==> src/rtl/apb_req_master.sv <==
// apb_req_master: turns a simple req/gnt request port into single APB
// transfers and returns a one-cycle response pulse with read data and error.
// One transfer is in flight at a time; a stuck completer is cut off after
// TIMEOUT wait cycles (TIMEOUT = 0 waits forever).
module apb_req_master #(
  parameter int APB_ADDR_WIDTH = 12,
  parameter int TIMEOUT        = 16
) (
  input  logic                      HCLK,
  input  logic                      HRESET,
  input  logic                      req_i,
  input  logic [APB_ADDR_WIDTH-1:0] addr_i,
  input  logic                      we_i,
  input  logic [31:0]               wdata_i,
  output logic                      gnt_o,
  output logic                      rvalid_o,
  output logic [31:0]               rdata_o,
  output logic                      err_o,
  output logic [APB_ADDR_WIDTH-1:0] PADDR,
  output logic [31:0]               PWDATA,
  output logic                      PWRITE,
  output logic                      PSEL,
  output logic                      PENABLE,
  input  logic [31:0]               PRDATA,
  input  logic                      PREADY,
  input  logic                      PSLVERR
);

  // Wide enough to hold TIMEOUT, never narrower than one bit.
  localparam int CNT_W = (TIMEOUT > 0) ? $clog2(TIMEOUT + 1) : 1;
  // The abort fires on the wait edge that would take the count to TIMEOUT.
  localparam logic [CNT_W-1:0] CNT_LAST = CNT_W'((TIMEOUT > 0) ? TIMEOUT - 1 : 0);

  typedef enum logic [1:0] {
    IDLE   = 2'd0,
    SETUP  = 2'd1,
    ACCESS = 2'd2
  } state_t;

  state_t           state_q;
  state_t           state_d;
  logic [CNT_W-1:0] cnt_q;
  logic             done;
  logic             timeout_hit;

  // Next-state logic plus the APB phase strobes and the request grant.
  always_comb begin
    state_d     = state_q;
    gnt_o       = 1'b0;
    PSEL        = 1'b0;
    PENABLE     = 1'b0;
    done        = 1'b0;
    timeout_hit = 1'b0;
    case (state_q)
      IDLE: begin
        gnt_o = req_i;
        if (req_i) state_d = SETUP;
      end
      SETUP: begin
        PSEL    = 1'b1;
        state_d = ACCESS;
      end
      ACCESS: begin
        PSEL    = 1'b1;
        PENABLE = 1'b1;
        if (PREADY) begin
          done    = 1'b1;
          state_d = IDLE;
        end else if ((TIMEOUT > 0) && (cnt_q == CNT_LAST)) begin
          timeout_hit = 1'b1;
          state_d     = IDLE;
        end
      end
      default: state_d = IDLE;
    endcase
  end

  // State register; reset drops PSEL/PENABLE immediately through the decode.
  always_ff @(posedge HCLK or posedge HRESET) begin
    if (HRESET) state_q <= IDLE;
    else        state_q <= state_d;
  end

  // Capture the request on grant; the values then hold through the transfer and idle.
  always_ff @(posedge HCLK or posedge HRESET) begin
    if (HRESET) begin
      PADDR  <= '0;
      PWRITE <= 1'b0;
      PWDATA <= '0;
    end else if (gnt_o) begin
      PADDR  <= addr_i;
      PWRITE <= we_i;
      PWDATA <= wdata_i;
    end
  end

  // Wait-state counter: cleared while entering ACCESS, saturates instead of wrapping.
  always_ff @(posedge HCLK or posedge HRESET) begin
    if (HRESET) begin
      cnt_q <= '0;
    end else if (state_q == SETUP) begin
      cnt_q <= '0;
    end else if ((state_q == ACCESS) && !PREADY && (cnt_q != '1)) begin
      cnt_q <= cnt_q + CNT_W'(1);
    end
  end

  // Response pulse; data and error persist until the next completion or abort.
  always_ff @(posedge HCLK or posedge HRESET) begin
    if (HRESET) begin
      rvalid_o <= 1'b0;
      rdata_o  <= '0;
      err_o    <= 1'b0;
    end else begin
      rvalid_o <= done | timeout_hit;
      if (done) begin
        rdata_o <= PWRITE ? 32'd0 : PRDATA;
        err_o   <= PSLVERR;
      end else if (timeout_hit) begin
        rdata_o <= 32'd0;
        err_o   <= 1'b1;
      end
    end
  end

endmodule
==> config.mk <==
export PLATFORM = sky130hd
export DESIGN_NAME = apb_req_master
export DESIGN_NICKNAME = d
export VERILOG_FILES = /design/src/rtl/apb_req_master.sv
export SDC_FILE = /design/constraint.sdc
export NUM_CORES = 1
export LEC_CHECK = 0
export BUFFER_PORTS_ARGS = -buffer_cell sky130_fd_sc_hd__buf_4
export CORE_MARGIN = 2
export CORE_UTILIZATION = 30
export CTS_CLUSTER_SIZE = 25
export DETAILED_ROUTE_END_ITERATION = 10
export MAX_ROUTING_LAYER = met4
export PLACE_DENSITY = 0.63
export SLEW_MARGIN = 25
export SYNTH_ARGS = -nofsm -noshare
export SYNTH_HDL_FRONTEND = slang
export SYNTH_SLANG_ARGS = --single-unit
==> constraint.sdc <==
create_clock -name HCLK -period 4.3 [get_ports HCLK]
set_clock_uncertainty 0.1 [all_clocks]
set_input_delay 0.645 -clock HCLK [delete_from_list [all_inputs] [get_ports HCLK]]
set_output_delay 0.645 -clock HCLK [all_outputs]
set_load 0.03 [all_outputs]
======== Word level (Yosys, flattened, before mapping) ========
Cells that the tools add are included.
storage, ports and cells
  register bits ........................... 86
  input bits .............................. 82
  output and inout bits ................... 82
  logic and storage cells ................. 43
cells by class
  add/subtract/negate cells ............... 1
  equal/unequal tests ..................... 6
  multiplexer cells ....................... 19
  bitwise operators ....................... 1
  reduce and logical (&&, ||, !) cells .... 8
operators with widths
  kind                                                             count
  32-bit two-way mux                                               3
  1-bit two-way mux                                                10
  5-bit two-way mux                                                2
  2-bit two-way mux                                                3
  2-bit one-hot mux with 3 select lines                            1
  5-bit by 1-bit adder with 5-bit output, second input constant    1
  5-bit by 4-bit == test with 1-bit output, second input constant  1
  5-bit inequality test, second input constant                     1
  2-bit nonzero test                                               2
  3-bit inequality test, second input constant                     1
  2-bit by 1-bit == test with 1-bit output, second input constant  1
  2-bit == test, second input constant                             1
  1-bit logical AND                                                2
  2-bit zero test                                                  1
  2-bit inequality test, second input constant                     1
  2-bit AND reduction                                              1
  2-bit OR reduction                                               1
  1-bit zero test                                                  1
  1-bit bitwise OR                                                 1

======== Longest topological paths before layout ========
  word-level depth ........................ 6
  gate-level depth with buffers ........... 6
  mapped depth without buffers ............ 6

======== Least setup slack after synthesis ========
No wires, ideal clock.
  kind .................................... in2out
  start point ............................. input port req_i
  end point ............................... output port gnt_o
  arrival time ............................ 1,171 ps
  required time ........................... 3,555 ps
  setup slack ............................. 2,384 ps
  stages .................................. 3
  path buffers ............................ 1
  cells stage by stage .................... nand2_2 > buf_2 > inv_1
on the way
  cells in the longest elaborated chain, start to end .. 1
ends and longest elaborated chain
  what               line  text
  from (decl)        11    input logic req_i,
  1-bit two-way mux  54    case (state_q)
  to (decl)          15    output logic gnt_o,
Every way passes these cells.

======== Final worst setup path ========
  start point ............................. register state_q[0]
  end point ............................... output port gnt_o
on the way
  cells in the longest elaborated chain, start to end .. 2
ends and longest elaborated chain
  what                    line  text
  from (decl)             40    state_t state_q;
  from (signal assigned)  81    else state_q <= state_d;
  2-bit zero test         54
  1-bit two-way mux       54
Every way passes these cells.

==> results.toml <==
[power_and_ir_drop]
power_mw = 3.90
p_per_area_nw_per_um2 = 798
peakVddDrop_mv = 0.499
p_leak_nw = 2.44

[floorplan]
boundaryPins = 164
dieHeight_um = 109
dieArea_sq_um = 11800
fp.dieW_um = 109
start_util_pct = 30.6
core_sq_um = 10700
rows = 38

[sta]
hold_violations = 0
worstMarginPinSlew_ns = 0.784
fin_crit_ns = 2.59
setup_ws_ns = 1.71
finalSetupViolations = 0
slew_viol_final = 0
tns_ns = 0
rsz0062_at_grt = "false"
post-route-period-util_pct = 60.3
fmax_ghz = 0.385
relSlewSlack_pct = 47.7

[yosys]
synth_top_family_by_area = "multiplexers"
synth_common_cells = "dfrtp_1, mux2_2, a22o_1"
syn_nets = 300
avgSynthCellArea_sq_um = 15.6
synth-seq-cells = 86
ys_warn_count = 0
synth.most_common_cell = "dfrtp_1"
async_flop_share_pct = 100
synthXorXnorAreaFrac_pct = 0.533
synth_edf_count = 0
synth.top_cell.area_share_pct = 65.5
synth-compound-area-share_pct = 9.10
muxShareOfSynthArea_pct = 17.1
ys_types = 20
ys_seq_area_share_pct = 65.5
syn_area_sq_um = 3290
synthTopCellsByArea = "dfrtp_1, mux2_2, a22o_1, ha_1, buf_2"
synth_flop_cell = "dfrtp_1"
synthCells = 211
synthSimpleGateAreaFrac_pct = 2.89
synthAdderAreaFrac_pct = 2.67
synth.largest_area_cell = "dfrtp_1"

[global_route]
track_usage_pct = 14.1
gr-usage-met3_pct = 3.11
busiest_layer = "met2"
grt_antenna_before_repair = 0
use_met1_pct = 17.1
grt_pass1_wl_um = 12400
globalRouteMet2Util_pct = 22.5
grt_max_degree = 47
grt_pass1_vias = 2453
overflow = 0

[drt]
first_pass_iters = 4
vias_per_cell = 4.57
antenna_left = 0
drtIter0Drc = 119
routed-via-count = 2393
post_drt_wl_per_cell_um = 15.1
drc = 0
routed_wl_um = 7930

[worst_setup_path]
path_common_cell = "inv_1"
crit_buf_inv = 3
worst_setup_path_start_kind = "flip-flop"
crit_family = "simple AND/OR/NAND/NOR gates"
crit_path_cell_trace = "inv_1, ha_1, nand2_2, inv_1, buf_4"
cp_slowest_stage_delay_ns = 0.51
crit_type = "flip-flop to output pin"
worstSetupEndpointType = "output pin"
cpMaxStageDelayCell = "nand2_2"
arrival_ns = 1.85
path_max_fanout = 29
required_ns = 3.56

[clock_tree]
cts_max_level = 3
insertion_delay_ns = 0.35
path_clk_slew_ns = 0.08
cts_buffers = 9
post_cts_buffers = 0
cts.repair.resized = 0
cts.sinks = 86
cts_root_buffer = "clkbuf_8"
cts_tree = "yes"
cts_buffer_depth = 2
holdBufCountCts = 0

[placement]
gp_congestion = 0.734
place_area_sq_um = 4670
io_buffers = 163
pre_cts_slack_ns = 1.96
dp_cells = 508
hpwlAfterDp_um = 5810

[status]
status = "finished, final reports clean"

[job]
maxCapViolCount = 0

[cells_and_area]
design_area_sq_um = 4880
drive_above_1_share_pct = 61.5
num-nets-final = 468
diodes = 0
area_growth_pct = 48.7
stdcell_count = 524

[hold_path]
hp-class = "input pin to async pin"
[worst register-to-register path, cell delays in order (launching register included)]
cell	delay [ns]
dfrtp_1	0.38
inv_1	0.09
ha_1	0.22
nand2_2	0.51
buf_4	0.39
mux2_2	0.37
[metal layers]
layer / routed length (um) / part of all wire [%]
met5: 0 / 0
met3: 534 / 6.7
met2: 3950 / 50
met4: 150 / 1.9
met1: 3300 / 42
[cell families (layout without fill, tap and decap cells)]
kind of cell | after synthesis | count (layout)
AOI/OAI and AO/OA | 35 | 35
xor gates and xnor gates | 2 | 2
adders and majority gates | 7 | 7
buffers and inverters | 16 | 189
DFF | 86 | 86
muxes | 50 | 50
and+or+nand+nor | 15 | 15
[layout make-up]
type / instances / area (sq um)
Clock buffer: 12 / 145
Multi-Input combinational cell: 109 / 1060
Inverter: 6 / 23.8
Timing Repair Buffer: 167 / 1250
Fill cell: 993 / 5860
Tap cell: 140 / 175
Sequential cell: 86 / 2150
Clock inverter: 4 / 70.1
[path summary, 6_finish.rpt]
| kind | slack [ns] | startpoint | cells after the start | end |
|---|---|---|---|---|
| max in group asynchronous | 2.77 | HRESET | 3 | PWDATA[7] |
| min reg2reg | 0.41 | PWDATA[10] | 1 | PWDATA[10] |
| min | 0.31 | HRESET | 2 | PWDATA[18] |
| max | 1.71 | state_q[0] | 5 | gnt_o |
| max reg2reg | 2.13 | state_q[0] | 5 | PWDATA[17] |
| min in group HCLK | 0.41 | PRDATA[8] | 2 | rdata_o[8] |
[cell usage in the layout (no fill, tap or decap), types with 2 or more instances in the layout]
cell type and count:
a22o_1 32, inv_1 5, clkinv_2 3, clkbuf_8 10
nor2_1 6, ha_1 7, xnor2_1 2, buf_4 167
dfrtp_1 86, bufinv_16 2, clkbuf_1 2, mux2_2 49
nor2b_1 2
[state kept, by name, indices dropped and copies added (netlist names)]
signal,flops
PWDATA,32
rdata_o,32
PADDR,12
cnt_q,5
state_q,2
PWRITE,1
err_o,1
rvalid_o,1
[where the power goes]
| part | switching [mW] | total, mW | internal [mW] |
|---|---|---|---|
| logic | 1.10 | 1.94 | 0.832 |
| registers | 0.188 | 1.34 | 1.15 |
| clock network | 0.275 | 0.617 | 0.342 |
| total | 1.57 | 3.90 | 2.33 |
[stage by stage]
stage / hold WS, ns / utilization (%)
after floorplan: 0.408 / -
after global placement: 0.389 / 43.5
after detailed placement: 0.395 / 43.5
after CTS: 0.333 / 45.5
after global routing: 0.369 / 45.5
final: 0.312 / 45.5
Note: power is estimated with default switching activity, not from simulation.
